<file path="src/rtl/fifo_burst_reader_if.sv">
// FIFO-read and output-stream signals of the burst reader.
// master = the burst reader; slave = the FIFO plus the downstream consumer.
interface fifo_burst_reader_if #(
   parameter int DATA_WIDTH = 8
);
   logic                  fifo_read;
   logic                  fifo_empty;
   logic [DATA_WIDTH-1:0] fifo_data;
   logic [DATA_WIDTH-1:0] out_data;
   logic                  out_valid;
   logic                  out_ready;

   modport master (
      output fifo_read,
      input  fifo_empty,
      input  fifo_data,
      output out_data,
      output out_valid,
      input  out_ready
   );

   modport slave (
      input  fifo_read,
      output fifo_empty,
      output fifo_data,
      input  out_data,
      input  out_valid,
      output out_ready
   );
endinterface

</file>
<file path="src/rtl/fifo_burst_reader.sv">
// Drains burst_len words from a combinational-read FIFO into a 2-entry skid buffer; 1-cycle pop-to-valid latency.
// Pops stop while the buffer holds 2 words, so out_ready never reaches fifo_read combinationally.
module fifo_burst_reader #(
   parameter int DATA_WIDTH = 8,
   parameter int LEN_WIDTH  = 8
) (
   input  logic                 clock,
   input  logic                 reset,
   input  logic                 start,
   input  logic [LEN_WIDTH-1:0] burst_len,
   output logic                 busy,
   output logic                 done,
   fifo_burst_reader_if.master  bus
);

   typedef enum logic [1:0] {IDLE, RUN, DRAIN} state_t;

   state_t                state, state_nxt;
   logic [LEN_WIDTH-1:0]  remaining, remaining_nxt;
   logic [1:0]            occ, occ_nxt;
   logic [DATA_WIDTH-1:0] head, head_nxt;
   logic [DATA_WIDTH-1:0] tail, tail_nxt;
   logic                  done_nxt;
   logic                  pop;
   logic                  xfer;

   assign pop           = (state == RUN) && !bus.fifo_empty && (occ < 2'd2) && (remaining != '0);
   assign xfer          = bus.out_valid && bus.out_ready;
   assign bus.fifo_read = pop;
   assign bus.out_valid = (occ != 2'd0);
   assign bus.out_data  = head;
   assign busy          = (state != IDLE);

   always_comb begin
      occ_nxt  = occ;
      head_nxt = head;
      tail_nxt = tail;
      case ({pop, xfer})
         2'b10: begin
            occ_nxt = occ + 2'd1;
            if (occ == 2'd0) head_nxt = bus.fifo_data;
            else             tail_nxt = bus.fifo_data;
         end
         2'b01: begin
            occ_nxt  = occ - 2'd1;
            head_nxt = tail;
         end
         // Only reachable with occ==1: the head leaves as the new word arrives.
         2'b11: head_nxt = bus.fifo_data;
         default: ;
      endcase
   end

   always_comb begin
      state_nxt     = state;
      remaining_nxt = remaining;
      done_nxt      = 1'b0;
      if (pop) remaining_nxt = remaining - LEN_WIDTH'(1);
      case (state)
         IDLE: begin
            if (start) begin
               if (burst_len != '0) begin
                  state_nxt     = RUN;
                  remaining_nxt = burst_len;
               end else begin
                  done_nxt = 1'b1;
               end
            end
         end
         RUN: begin
            if (pop && (remaining == LEN_WIDTH'(1))) state_nxt = DRAIN;
         end
         DRAIN: begin
            if (occ_nxt == 2'd0) begin
               state_nxt = IDLE;
               done_nxt  = 1'b1;
            end
         end
         default: state_nxt = IDLE;
      endcase
   end

   always_ff @(posedge clock or negedge reset) begin
      if (!reset) begin
         state     <= IDLE;
         remaining <= '0;
         occ       <= 2'd0;
         head      <= '0;
         tail      <= '0;
         done      <= 1'b0;
      end else begin
         state     <= state_nxt;
         remaining <= remaining_nxt;
         occ       <= occ_nxt;
         head      <= head_nxt;
         tail      <= tail_nxt;
         done      <= done_nxt;
      end
   end

endmodule

</file>
<file path="src/flat_wrapper.sv">
// flat-port wrapper written by rule: the top's interface ports become plain ports
module fifo_burst_reader_flat 
#(
   parameter int DATA_WIDTH = 8,
   parameter int LEN_WIDTH  = 8
)
  (clock, reset, start, burst_len, busy, done, bus_fifo_read, bus_fifo_empty, bus_fifo_data, bus_out_data, bus_out_valid, bus_out_ready);
  fifo_burst_reader_if #(.DATA_WIDTH(DATA_WIDTH)) bus_i ();
  input  logic clock;
  input  logic reset;
  input  logic start;
  input  logic [LEN_WIDTH-1:0] burst_len;
  output logic busy;
  output logic done;
  output wire logic [$bits(bus_i.fifo_read)-1:0] bus_fifo_read;
  input wire logic [$bits(bus_i.fifo_empty)-1:0] bus_fifo_empty;
  input wire logic [$bits(bus_i.fifo_data)-1:0] bus_fifo_data;
  output wire logic [$bits(bus_i.out_data)-1:0] bus_out_data;
  output wire logic [$bits(bus_i.out_valid)-1:0] bus_out_valid;
  input wire logic [$bits(bus_i.out_ready)-1:0] bus_out_ready;
  assign bus_fifo_read = bus_i.fifo_read;
  assign bus_i.fifo_empty = bus_fifo_empty;
  assign bus_i.fifo_data = bus_fifo_data;
  assign bus_out_data = bus_i.out_data;
  assign bus_out_valid = bus_i.out_valid;
  assign bus_i.out_ready = bus_out_ready;
  fifo_burst_reader #(.DATA_WIDTH(DATA_WIDTH), .LEN_WIDTH(LEN_WIDTH)) u_core (.clock(clock), .reset(reset), .start(start), .burst_len(burst_len), .busy(busy), .done(done), .bus(bus_i));
endmodule
</file>
<file path="config.mk">
export PLATFORM = sky130hd
export DESIGN_NAME = fifo_burst_reader_flat
export DESIGN_NICKNAME = d
export VERILOG_FILES = /design/src/rtl/fifo_burst_reader_if.sv /design/src/rtl/fifo_burst_reader.sv /design/src/flat_wrapper.sv
export SDC_FILE = /design/constraint.sdc
export NUM_CORES = 1
export LEC_CHECK = 0
export ABC_CLOCK_PERIOD_IN_PS = 1900
export CAP_MARGIN = 0
export CORE_MARGIN = 2
export CORE_UTILIZATION = 45
export DETAILED_ROUTE_END_ITERATION = 8
export GPL_ROUTABILITY_DRIVEN = 0
export PLACE_DENSITY = 0.84
export SLEW_MARGIN = 30
export SYNTH_ARGS = -nofsm -noshare
export SYNTH_HDL_FRONTEND = slang
export SYNTH_SLANG_ARGS = --single-unit
</file>
<file path="constraint.sdc">
create_clock -name clock -period 1.9 [get_ports clock]
set_clock_uncertainty 0.05 [all_clocks]
set_input_delay 0.38 -clock clock [delete_from_list [all_inputs] [get_ports clock]]
set_output_delay 0.38 -clock clock [all_outputs]
set_load 0.01 [all_outputs]
</file>
# After elaboration in Yosys (flattened, before gate mapping)
# Index checks and enable logic that the tools add are counted.
# classes
n_eq_ne	11
n_div	0
mul	0
shift	0
add_sub_neg	3
n_reduce_logical	17
n_lt_le_gt_ge	1
muxes	16
bitwise_logic	1
# op_table
operator	count
8-bit two-way mux	5
8-bit one-hot mux with 3 select lines	1
8-bit nonzero test	2
8-bit by 1-bit == test with 1-bit output (second input constant)	1
2-bit two-way mux	4
8-bit by 1-bit subtractor with 8-bit output (second input constant)	1
2-bit == test (second input constant)	3
2-bit zero test	3
2-bit by 1-bit inequality test with 1-bit output (second input constant)	3
2-bit one-hot mux with 3 select lines	1
1-bit logical AND	5
2-bit by 1-bit == test with 1-bit output (second input constant)	2
2-bit inequality test (second input constant)	2
2-bit one-hot mux with 2 select lines	1
2-bit AND reduction	2
4-bit AND reduction	1
2-bit nonzero test	2
1-bit two-way mux	3
3-bit nonzero test	1
2-bit by 1-bit adder with 2-bit output (second input constant)	1
2-bit < comparator (second input constant)	1
1-bit one-hot mux with 2 select lines	1
2-bit by 1-bit subtractor with 2-bit output (second input constant)	1
1-bit zero test	1
1-bit NOT	1
# word_totals
regBits	29
wordCells	55
mem_bits_rw	0
in_bits	21
memories	0
latch_bits	0
out_inout_bits	12
rom_bits	0

# Longest topological paths before layout
# depth
depth_word	9
depth_mapped	6
depth_no_buf	5

# Worst setup path before layout
# OpenSTA, ideal clock, no wires.
# synth_path
kind	flip-flop to flip-flop
startpoint	register u_core.occ[1]
endpoint	register u_core.tail[0]
required_ns	1.723
synth_period_minus_slack_ns	1.916
setup_time_ns	0.127
path_slack_ns	-0.016
stages_incl_launch_ff	6
path_buffers	1
arrival_time_ns	1.738
cell_sequence	dfrtp_1 or4b_4 a31oi_4 and2_1 buf_6 mux2_1
# synth_via
elab_chain_cells	5
word_cells_on_any_way	9
cone_classes	1 x order compare; 1 x eq/ne; 1 x bitwise; 6 x reduce/logical
# synth_rtl
element	line_no	source
from (decl)	fifo_burst_reader.sv:20	logic [1:0] occ, occ_nxt;
from (signal assigned)	fifo_burst_reader.sv:94	occ <= occ_nxt;
2-bit < comparator	fifo_burst_reader.sv:27	assign pop = (state == RUN) && !bus.fifo_empty && (occ < 2'd2) && (remaining != '0);
1-bit logical AND (2 in a row)	fifo_burst_reader.sv:27	
2-bit == test	fifo_burst_reader.sv:38	case ({pop, xfer})
2-bit AND reduction (no line) *	-	
to (signal assigned)	fifo_burst_reader.sv:96	tail <= tail_nxt;
to (decl)	fifo_burst_reader.sv:22	logic [DATA_WIDTH-1:0] tail, tail_nxt;
# Every way passes the cells marked *; elsewhere a longest branch is shown, timed or not.
# A chain may end at the register's enable or synchronous reset.

# Worst setup path in the final report
# layout_path
startpoint	register u_core.state[1]
endpoint	output port bus_fifo_read
# layout_via
elab_chain_cells	4
# layout_rtl
element	line_no	source
from (decl)	fifo_burst_reader.sv:18	state_t state, state_nxt;
from (signal assigned)	fifo_burst_reader.sv:92	state <= state_nxt;
2-bit by 1-bit == test with 1-bit output	fifo_burst_reader.sv:27	
1-bit logical AND (3 in a row)	fifo_burst_reader.sv:27	
to (decl)	flat_wrapper.sv:15	output wire logic [$bits(bus_i.fifo_read)-1:0] bus_fifo_read;
# Every way passes these cells.

==> flow_metrics.py <==
metrics = {
    "timing": {
        "setup_viol": 10,
        "finalHoldViolations": 0,
        "slew_headroom_pct": 60.8,
        "post-route-period-util_pct": 109,
        "setup_tns_ns": -1.30,
        "setup_ws_ns": -0.173,
        "max_freq_mhz": 482,
        "tightest_slew_ns": 0.584,
        "holdWs_ns": 0.382,
        "drv_slew": 0,
        "rsz0062_at_grt": "true",
        "min_period_ns": 2.07,
    },
    "global_route": {
        "antenna_found_initial": 0,
        "grt_pass1_wl_mm": 7.38,
        "grt-ovfl-total": 0,
        "grt_pass1_vias": 1558,
        "grt_max_degree": 30,
        "track_usage_pct": 23.8,
    },
    "layout": {
        "nNetsFinal": 238,
        "fin_cells": 262,
        "fin_util_pct": 69.7,
        "area_delta_synth_final_pct": 48.4,
        "layout-drive-gt1-share_pct": 30.1,
        "final_area_um2": 2340,
        "diodes": 0,
    },
    "die": {
        "die-area_um2": 4000,
        "fp-row-count": 21,
        "start_util_pct": 47.0,
        "core_area_um2": 3360,
        "fp.dieW_um": 63.3,
        "ios": 33,
        "die_y_um": 63.3,
    },
    "pwr": {
        "powerDensity_nw_per_um2": 1480,
        "leakage_nw": 0.962,
        "comb_power_share_pct": 57.4,
        "p_clk_share_pct": 10.4,
        "intPower_mw": 2.12,
        "ir_worst_vdd_mv": 0.743,
        "sw_frac_of_total_pct": 38.9,
        "power.switching_mw": 1.35,
        "power_frac_seq_pct": 32.2,
    },
    "placed_design": {
        "port_buffers": 32,
        "dp_hpwl_mm": 2.93,
        "dpl.cell_count": 250,
        "placed_area_um2": 2120,
    },
    "clocking": {
        "clk_latency_ns": 0.33,
        "cts_buffers": 5,
        "ctsHtreeMaxLevel": 2,
        "clock_path_buffers": 2,
        "clk_pin_slew_worst_paths_ns": 0.10,
        "root_buffer": "clkbuf_4",
        "cts_sinks": 29,
        "cts_tree": "done",
    },
    "critical_path": {
        "critPathCaptureType": "output pin",
        "critPathMaxFanout": 3,
        "crit_type": "flip-flop to output pin",
        "cp.required_ns": 1.47,
        "worstPathArrival_ns": 1.64,
        "startpoint_type": "flip-flop",
    },
    "synth": {
        "yosys_warnings": 0,
        "syn_nets": 176,
        "ys_ff_latch": 29,
        "netlist_instances": 153,
        "ys_seq_area_share_pct": 45.9,
        "synth_cell_type_count": 41,
        "syn_avg_cell_area_um2": 10.3,
        "synthesis.area_um2": 1580,
    },
    "drt": {
        "wirelength_mm": 4.31,
        "vias_per_cell": 5.57,
        "first_pass_iters": 4,
        "drtIter0Drc": 71,
        "num_vias": 1459,
        "drc": 0,
        "drtAntennaViolNets": 0,
        "routedWlPerCell_um": 16.5,
    },
    "status": {
        "violations": "setup timing",
        "outcome": "finished, violations left",
    },
    "job": {
        "maxCapViolations": 0,
    },
    "hold_path": {
        "hold_path.class": "primary input to asynchronous set/reset pin",
    },
}
[registers in the layout (all words and copies together), names as in the netlist]
name,count
u_core.state,2
u_core.bus.out_data,8
u_core.tail,8
u_core.occ,2
u_core.done,1
u_core.remaining,8
[logic make-up (layout without fill, tap and decap cells)]
kind of cell | count (synthesis) | in the layout | share of synthesized area (%)
AOI/OAI and AO/OA | 37 | 37 | 17.4
xor gates and xnor gates | 1 | 1 | 0.554
adders and majority gates | 2 | 2 | 1.58
buffers and inverters | 12 | 75 | 3.88
DFF | 29 | 29 | 45.9
muxes | 12 | 12 | 8.23
and+or+nand+nor | 60 | 60 | 22.4
[per-stage QoR]
| step | worst slack, ns | power, mW |
|---|---|---|
| 2_1_floorplan | -0.0156 | 1.99 |
| 3_3_place_gp | -0.658 | 2.62 |
| 3_5_place_dp | -0.675 | 2.72 |
| 4_1_cts | -0.196 | 3.29 |
| 5_1_grt | -0.215 | 3.70 |
| 6_report | -0.173 | 3.46 |
[power by group through the flow]
stage               Sequential [mW]  Clock [mW]  Combinational [mW]
finish                         1.11       0.361                1.99
global route                   1.14       0.406                2.15
CTS                            1.09       0.360                1.84
detailed placement             1.10           0                1.63
global placement               1.07           0                1.54
floorplan                      1.14           0               0.848
[cells in the final DEF (no fill, tap or decap), types with 3 or more instances in the layout]
master            n
a211oi_1          8
a211oi_2          3
a21oi_1           4
buf_4            23
buf_6             5
clkbuf_4          5
clkdlybuf4s50_1  28
dfrtp_1          29
inv_1             5
mux2_4            8
mux2i_1           3
nand2_1           9
nand2b_1          9
nor2_1           16
nor2b_1           4
o21ai_0           6
o32ai_1           8
or4_1             3
[metal layers]
layer / vias up / GRT usage (%) / wire, µm
li1: 692 / - / -
met1: 717 / 25.5 / 1690
met2: 43 / 45.6 / 2350
met3: 7 / 6.61 / 209
met4: 0 / 6.25 / 55
met5: - / 0 / 0
[layout make-up]
class / instances / area (µm²)
Clock buffer: 6 / 41.3
Clock inverter: 2 / 10.0
Fill cell: 276 / 1020
Inverter: 6 / 22.5
Multi-Input combinational cell: 112 / 921
Sequential cell: 29 / 726
Tap cell: 46 / 57.6
Timing Repair Buffer: 61 / 567
[worst max-delay path: stages, from the launching register on]
cell and delay, ns:
dfrtp_1 0.39, or4b_4 0.56, a31oi_4 0.23, buf_6 0.14
[what timing repair did]
| item | 4_1_cts | 5_1_grt |
|---|---|---|
| buffers inserted | 3 | 4 |
| pin swaps | 4 | 4 |
| endpoints found under the setup margin | 17 | 18 |
| gates resized for setup | 29 | 12 |
| hold buffers | 0 | 0 |
[Yosys cell counts]
| master | instances | share of area [%] |
|---|---|---|
| mux2_1 | 8 | 5.7 |
| clkinv_1 | 1 | 0.24 |
| o21a_1 | 1 | 0.48 |
| or4b_2 | 1 | 0.63 |
| or4_1 | 4 | 1.9 |
| ha_1 | 2 | 1.6 |
| nor4_4 | 1 | 1.3 |
| a21oi_1 | 4 | 1.3 |
| nor3b_1 | 1 | 0.48 |
| dfrtp_1 | 29 | 46 |
| nand4b_1 | 1 | 0.55 |
| o211ai_1 | 1 | 0.48 |
| clkbuf_1 | 2 | 0.48 |
| nand2_1 | 9 | 2.1 |
| o21bai_1 | 1 | 0.48 |
| or3b_2 | 1 | 0.55 |
| nor4_1 | 1 | 0.40 |
| nor2_1 | 17 | 4.0 |
| nand3_1 | 1 | 0.32 |
| buf_6 | 2 | 1.4 |
| o32ai_1 | 8 | 4.4 |
| mux2i_1 | 4 | 2.5 |
| nand3b_1 | 1 | 0.48 |
| and3_1 | 1 | 0.40 |
| nor3_1 | 2 | 0.63 |
| a211oi_1 | 11 | 5.2 |
| a31oi_4 | 1 | 1.3 |
| and2_1 | 2 | 0.79 |
| a22o_1 | 1 | 0.55 |
| or4b_4 | 1 | 0.87 |
| o21ai_0 | 6 | 1.9 |
| buf_2 | 1 | 0.32 |
| buf_1 | 1 | 0.24 |
| o21ai_1 | 2 | 0.63 |
| or2_2 | 2 | 0.79 |
| nor2b_1 | 4 | 1.6 |
| nor4b_2 | 1 | 0.95 |
| a221o_1 | 1 | 0.63 |
| nand2b_1 | 9 | 3.6 |
| inv_1 | 5 | 1.2 |
| xnor2_1 | 1 | 0.55 |
[worst paths after layout]
path / cells past startpoint / to / startpoint / slack, ns
worst max register to register: 6 / u_core.tail[4] / u_core.state[1] / -0.15
worst min-delay path: 2 / u_core.bus.out_data[2] / reset / 0.38
min in group clock: 1 / u_core.tail[0] / u_core.tail[0] / 0.46
max in group asynchronous: 2 / u_core.remaining[0] / reset / 1.12
worst min register to register: 1 / u_core.tail[0] / u_core.tail[0] / 0.46
worst max-delay path: 3 / bus_fifo_read / u_core.state[1] / -0.17
No activity file was read; power rests on OpenSTA's default activity.
